### src/rtl/serializer_feeder_pkg.sv
// Shared constants for the serializer feeder: launch FSM encoding and watchdog length.
package serializer_feeder_pkg;

  typedef enum logic [1:0] {
    ST_IDLE    = 2'd0,
    ST_LAUNCH  = 2'd1,
    ST_WAIT_HI = 2'd2,
    ST_WAIT_LO = 2'd3
  } feeder_state_t;

  localparam logic [1:0] WDOG_LEN = 2'd2;

endpackage

### src/rtl/serializer_feeder_fifo.sv
// Synchronous FIFO with registered occupancy; full/empty decode from the count.
module serializer_feeder_fifo #(
  parameter int DATA_WIDTH  = 8,
  parameter int DEPTH       = 16,
  parameter int ADDR_WIDTH  = $clog2(DEPTH),
  parameter int COUNT_WIDTH = ADDR_WIDTH + 1
) (
  input  logic                   clock,
  input  logic                   reset,
  input  logic                   push,
  input  logic [DATA_WIDTH-1:0]  push_data,
  input  logic                   pop,
  output logic [DATA_WIDTH-1:0]  head,
  output logic                   full,
  output logic                   empty,
  output logic [COUNT_WIDTH-1:0] count
);

  logic [DATA_WIDTH-1:0] mem [DEPTH];
  logic [ADDR_WIDTH-1:0] wr_ptr;
  logic [ADDR_WIDTH-1:0] rd_ptr;
  logic                  do_push;
  logic                  do_pop;

  assign full    = (count == COUNT_WIDTH'(DEPTH));
  assign empty   = (count == '0);
  assign do_push = push && !full;
  assign do_pop  = pop && !empty;
  assign head    = mem[rd_ptr];

  always_ff @(posedge clock) begin
    if (do_push) mem[wr_ptr] <= push_data;
  end

  // Pointers wrap naturally at ADDR_WIDTH bits since DEPTH is a power of two.
  always_ff @(posedge clock) begin
    if (!reset) begin
      wr_ptr <= '0;
      rd_ptr <= '0;
      count  <= '0;
    end else begin
      if (do_push) wr_ptr <= wr_ptr + 1'b1;
      if (do_pop)  rd_ptr <= rd_ptr + 1'b1;
      case ({do_push, do_pop})
        2'b10:   count <= count + 1'b1;
        2'b01:   count <= count - 1'b1;
        default: count <= count;
      endcase
    end
  end

endmodule

### src/rtl/serializer_feeder.sv
// Buffers producer words and launches them one at a time into an LSB-first serializer.
//   state      | meaning
//   ST_IDLE    | nothing in flight; launch when FIFO non-empty and serializer idle
//   ST_LAUNCH  | ser_start high for this single cycle
//   ST_WAIT_HI | waiting for serializer busy, watchdog running
//   ST_WAIT_LO | frame in progress; chain next launch when busy drops
module serializer_feeder
  import serializer_feeder_pkg::*;
#(
  parameter int DATA_WIDTH  = 8,
  parameter int DEPTH       = 16,
  parameter int ADDR_WIDTH  = $clog2(DEPTH),
  parameter int COUNT_WIDTH = ADDR_WIDTH + 1
) (
  input  logic                   clock,
  input  logic                   reset,
  input  logic [DATA_WIDTH-1:0]  wr_data,
  input  logic                   wr_en,
  output logic                   full,
  output logic                   empty,
  output logic [COUNT_WIDTH-1:0] count,
  output logic                   overflow,
  output logic                   launch_err,
  output logic                   idle,
  output logic [DATA_WIDTH-1:0]  ser_data,
  output logic                   ser_start,
  input  logic                   ser_busy
);

  feeder_state_t         state, state_nx;
  logic [1:0]            wdog, wdog_nx;
  logic [DATA_WIDTH-1:0] data_nx;
  logic [DATA_WIDTH-1:0] head;
  logic                  start_nx;
  logic                  pop;
  logic                  err_set;

  serializer_feeder_fifo #(
    .DATA_WIDTH (DATA_WIDTH),
    .DEPTH      (DEPTH),
    .ADDR_WIDTH (ADDR_WIDTH),
    .COUNT_WIDTH(COUNT_WIDTH)
  ) u_fifo (
    .clock    (clock),
    .reset    (reset),
    .push     (wr_en),
    .push_data(wr_data),
    .pop      (pop),
    .head     (head),
    .full     (full),
    .empty    (empty),
    .count    (count)
  );

  assign idle = empty && (state == ST_IDLE);

  always_comb begin
    state_nx = state;
    wdog_nx  = wdog;
    data_nx  = ser_data;
    start_nx = 1'b0;
    pop      = 1'b0;
    err_set  = 1'b0;
    case (state)
      ST_IDLE: begin
        if (!empty && !ser_busy) begin
          state_nx = ST_LAUNCH;
          start_nx = 1'b1;
          data_nx  = head;
          pop      = 1'b1;
        end
      end
      ST_LAUNCH: begin
        state_nx = ST_WAIT_HI;
        wdog_nx  = WDOG_LEN;
      end
      ST_WAIT_HI: begin
        if (ser_busy) begin
          state_nx = ST_WAIT_LO;
        end else if (wdog == 2'd1) begin
          // Serializer never acknowledged: the word is dropped, not re-queued.
          err_set  = 1'b1;
          state_nx = ST_IDLE;
        end else begin
          wdog_nx = wdog - 2'd1;
        end
      end
      ST_WAIT_LO: begin
        if (!ser_busy) begin
          if (!empty) begin
            state_nx = ST_LAUNCH;
            start_nx = 1'b1;
            data_nx  = head;
            pop      = 1'b1;
          end else begin
            state_nx = ST_IDLE;
          end
        end
      end
      default: state_nx = ST_IDLE;
    endcase
  end

  always_ff @(posedge clock) begin
    if (!reset) begin
      state      <= ST_IDLE;
      wdog       <= '0;
      ser_data   <= '0;
      ser_start  <= 1'b0;
      overflow   <= 1'b0;
      launch_err <= 1'b0;
    end else begin
      state     <= state_nx;
      wdog      <= wdog_nx;
      ser_data  <= data_nx;
      ser_start <= start_nx;
      if (wr_en && full) overflow <= 1'b1;
      if (err_set)       launch_err <= 1'b1;
    end
  end

endmodule

### config.mk
export PLATFORM = sky130hd
export DESIGN_NAME = serializer_feeder
export DESIGN_NICKNAME = d
export VERILOG_FILES = /design/src/rtl/serializer_feeder_pkg.sv /design/src/rtl/serializer_feeder_fifo.sv /design/src/rtl/serializer_feeder.sv
export SDC_FILE = /design/constraint.sdc
export NUM_CORES = 1
export LEC_CHECK = 0
export CORE_UTILIZATION = 60
export DETAILED_ROUTE_END_ITERATION = 6
export PLACE_DENSITY_LB_ADDON = 0.15
export SKIP_CTS_REPAIR_TIMING = 1
export SLEW_MARGIN = 20
export SYNTH_ARGS = -nofsm -noshare
export SYNTH_HDL_FRONTEND = slang
export SYNTH_HIERARCHICAL = 1
export SYNTH_SLANG_ARGS = --single-unit
### constraint.sdc
create_clock -name clock -period 5.37 [get_ports clock]
set_input_delay 1.611 -clock clock [delete_from_list [all_inputs] [get_ports clock]]
set_output_delay 1.611 -clock clock [all_outputs]
set_load 0.03 [all_outputs]
==> metrics.md <==
| Metric | Value |
|---|---|
| Status | `completed` |
| Clock tree from TritonCTS | `done` |
| Synth Net Count | `417` |
| Detailed placement HPWL | `7790 µm` |
| Clk slew on worst S/H paths | `70 ps` |
| Post-synthesis cell type count | `48` |
| Setup crit end kind | `output port` |
| Max IR drop VDD | `0.306 mV` |
| Final setup violation count | `0` |
| Clk sinks | `160` |
| Nets | `449` |
| CP max stage delay | `690 ps` |
| Core outline area | `10800 µm²` |
| First drt pass iteration count | `4` |
| DRC | `0` |
| Crit path launch type | `register` |
| Max Cap Violations | `0` |
| Met3 Resource Use GR | `0.0642` |
| GRT met1 Usage | `0.329` |
| Post-synth EDFFs | `128` |
| RD Place Congestion | `0.751` |
| Share of cells above drive strength 1 | `0.124` |
| Clk buf depth | `2` |
| Final instance area | `7590 µm²` |
| Synth Flop Type | `edfxtp_1` |
| DR iter-0 viols | `308` |
| Largest fanout on the critical path | `7` |
| Die Y-Extent | `108 µm` |
| CTS Buf Count | `17` |
| Vias in the first global route | `3356` |
| Register area | `4490 µm²` |
| Largest net degree at the start of global routing | `33` |
| First-pass GRT wire length | `18700 µm` |
| Multi-input combinational cell area | `2030 µm²` |
| Clk_lat worst skew | `530 ps` |
| H-tree levels | `4` |
| Fin. max-slew vios | `0` |
| Fin. Hold Viols | `0` |
| Place WS | `576 ps` |
| DIE WIDTH | `108 µm` |
| Grt peak-use layer | `met2` |
| Fin Setup TNS | `0 ps` |
| Vias | `3500` |
| HP Class | `reg2reg` |
| Pwr Density | `423 nW/µm²` |
| Most common cell after layout, fill and taps aside | `edfxtp_1` |
| Total grt overflow | `0` |
| Root Driver | `clkbuf_8` |
| IO Pins | `31` |
| Filler cells | `701` |
| Worst Path Buf+Inv | `1` |
| WL/cell | `21.5 µm` |
| Family with the most delay on the worst path | `simple AND/OR/NAND/NOR gates` |
| Cell Area, Synth | `6700 µm²` |
| Area growth from synthesis to layout | `13.3%` |
| Max_slew headroom | `0.330` |
| Register area share after synthesis | `0.670` |
| Routed via count divided by cell count | `6.08` |
| Port Buffer Count | `30` |
| CP Data Required Time | `3760 ps` |
| Final clock skew | `8.39 ps` |
| Cell breakdown of the critical path | `or4_1 -> nor2_1 -> and2_1 -> clkdlybuf4s50_1` |
| DP Area | `7080 µm²` |
| LEAKAGE | `2.48 nW` |
| Critical path class | `reg2out` |
| # rows | `38` |
| Worst-Margin Slew | `1000 ps` |
| Antenna Cells | `0` |
| Final WS setup | `829 ps` |
| RSZ-0062 raised after global routing | `no` |
| Flops & latches, synth | `160` |
| Synth async-reset ratio | `0` |
| Synth warn | `6` |
| Routed Wire Length | `12400 µm` |
| Initial core utilization | `0.618` |
| Mean Syn Cell Area | `17.1 µm²` |
| Die area | `11600 µm²` |
| Worst EP arrival | `2930 ps` |
| Number of antenna violations at the first check in global routing | `0` |
| Tmin final | `4540 ps` |
| Commonest non-fill, non-tap cells in the layout | `edfxtp_1 (128), clkdlybuf4s50_1 (30), dfxtp_1 (30)` |
| Critical-path top delay cell | `or4_1` |
| FMAX | `220 MHz` |
| GRT Total Usage | `0.234` |
| Met2 usage | `0.350` |
| Tcrit/Tclk final | `0.846` |
| Cells after Synth | `391` |
| ANT nets after route | `0` |
==> metal layers <==
layer / wire length (µm) / up-vias
li1: - / 1614
met1: 5320 / 1739
met2: 5910 / 131
met3: 962 / 16
met4: 186 / 0
met5: 0 / -
==> sequential cells by signal, summed over array words and instances, names as in the netlist, named ones only <==
register and cells:
launch_err 1, overflow 1, ser_data 8, ser_start 1, state 2, u_fifo/count 5, u_fifo/mem 128, u_fifo/rd_ptr 4
u_fifo/wr_ptr 4, wdog 2
==> worst min-delay path: cells and delay by family, from the launching register on <==
| family | cells | cell delay [ps] |
|---|---|---|
| flip-flops | 1 | 310 |
| AND/OR/NAND/NOR | 1 | 50 |
| AO/OA/AOI/OAI | 1 | 60 |
==> kinds of logic after synthesis <==
logic type                 share of synthesized area
AOI/OAI and AO/OA                             0.0478
buffers and inverters                         0.0275
xor gates and xnor gates                     0.00915
DFF                                            0.670
adders and majority gates                     0.0262
muxes                                          0.155
and+or+nand+nor                               0.0652
==> metrics by stage <==
step	util	hold slack (ps)	std cells	total power [mW]
6_report	0.700	463	576	3.21
5_1_grt	0.700	485	576	3.33
4_1_cts	0.700	466	576	3.23
3_5_place_dp	0.653	452	544	2.19
3_3_place_gp	0.653	446	544	2.17
2_1_floorplan	-	441	391	1.99
==> where the power goes <==
part / switching, mW / internal [mW]
sequential: 0.0880 / 1.41
combinational: 0.370 / 0.298
clock: 0.479 / 0.569
==> synthesized netlist by cell type, drive strengths merged, types with 2 or more instances <==
| cell | n | share of area |
|---|---|---|
| o21ai | 9 | 0.0084 |
| and2 | 3 | 0.0028 |
| nand2b | 4 | 0.0037 |
| mux4 | 40 | 0.15 |
| a21oi | 7 | 0.0052 |
| o21a | 6 | 0.0078 |
| a21boi | 8 | 0.0090 |
| nand3 | 7 | 0.0052 |
| buf | 12 | 0.014 |
| nor3 | 10 | 0.0082 |
| clkbuf | 9 | 0.0050 |
| o211ai | 5 | 0.0071 |
| a31oi | 2 | 0.0019 |
| nor2b | 2 | 0.0019 |
| nor2 | 26 | 0.016 |
| or3 | 3 | 0.0028 |
| inv | 12 | 0.0067 |
| or4 | 2 | 0.0022 |
| mux2i | 3 | 0.0045 |
| nand3b | 2 | 0.0022 |
| ha | 14 | 0.026 |
| xor2 | 6 | 0.0078 |
| dfxtp | 32 | 0.096 |
| a22oi | 2 | 0.0022 |
| edfxtp | 128 | 0.57 |
| nand2 | 26 | 0.015 |
==> layout make-up <==
type | instances | area share
Sequential cell | 160 | 0.591
Timing Repair Buffer | 34 | 0.0435
Clock buffer | 20 | 0.0561
Clock inverter | 12 | 0.0114
Multi-Input combinational cell | 197 | 0.267
Tap cell | 140 | 0.0231
Inverter | 13 | 0.00709
==> worst paths after layout <==
check | to | slack (ps) | depth (start not counted) | startpoint
setup / recovery | idle | 830 | 4 | u_fifo/count[0]$_SDFFE_PN0P_
hold / removal | ser_data[1]$_SDFFE_PN0P_ | 460 | 2 | ser_data[1]$_SDFFE_PN0P_
setup reg to reg | u_fifo/count[2]$_SDFFE_PN0P_ | 1480 | 12 | u_fifo/count[0]$_SDFFE_PN0P_
hold reg to reg | ser_data[1]$_SDFFE_PN0P_ | 460 | 2 | ser_data[1]$_SDFFE_PN0P_
Note: power is estimated with default switching activity, not from simulation.
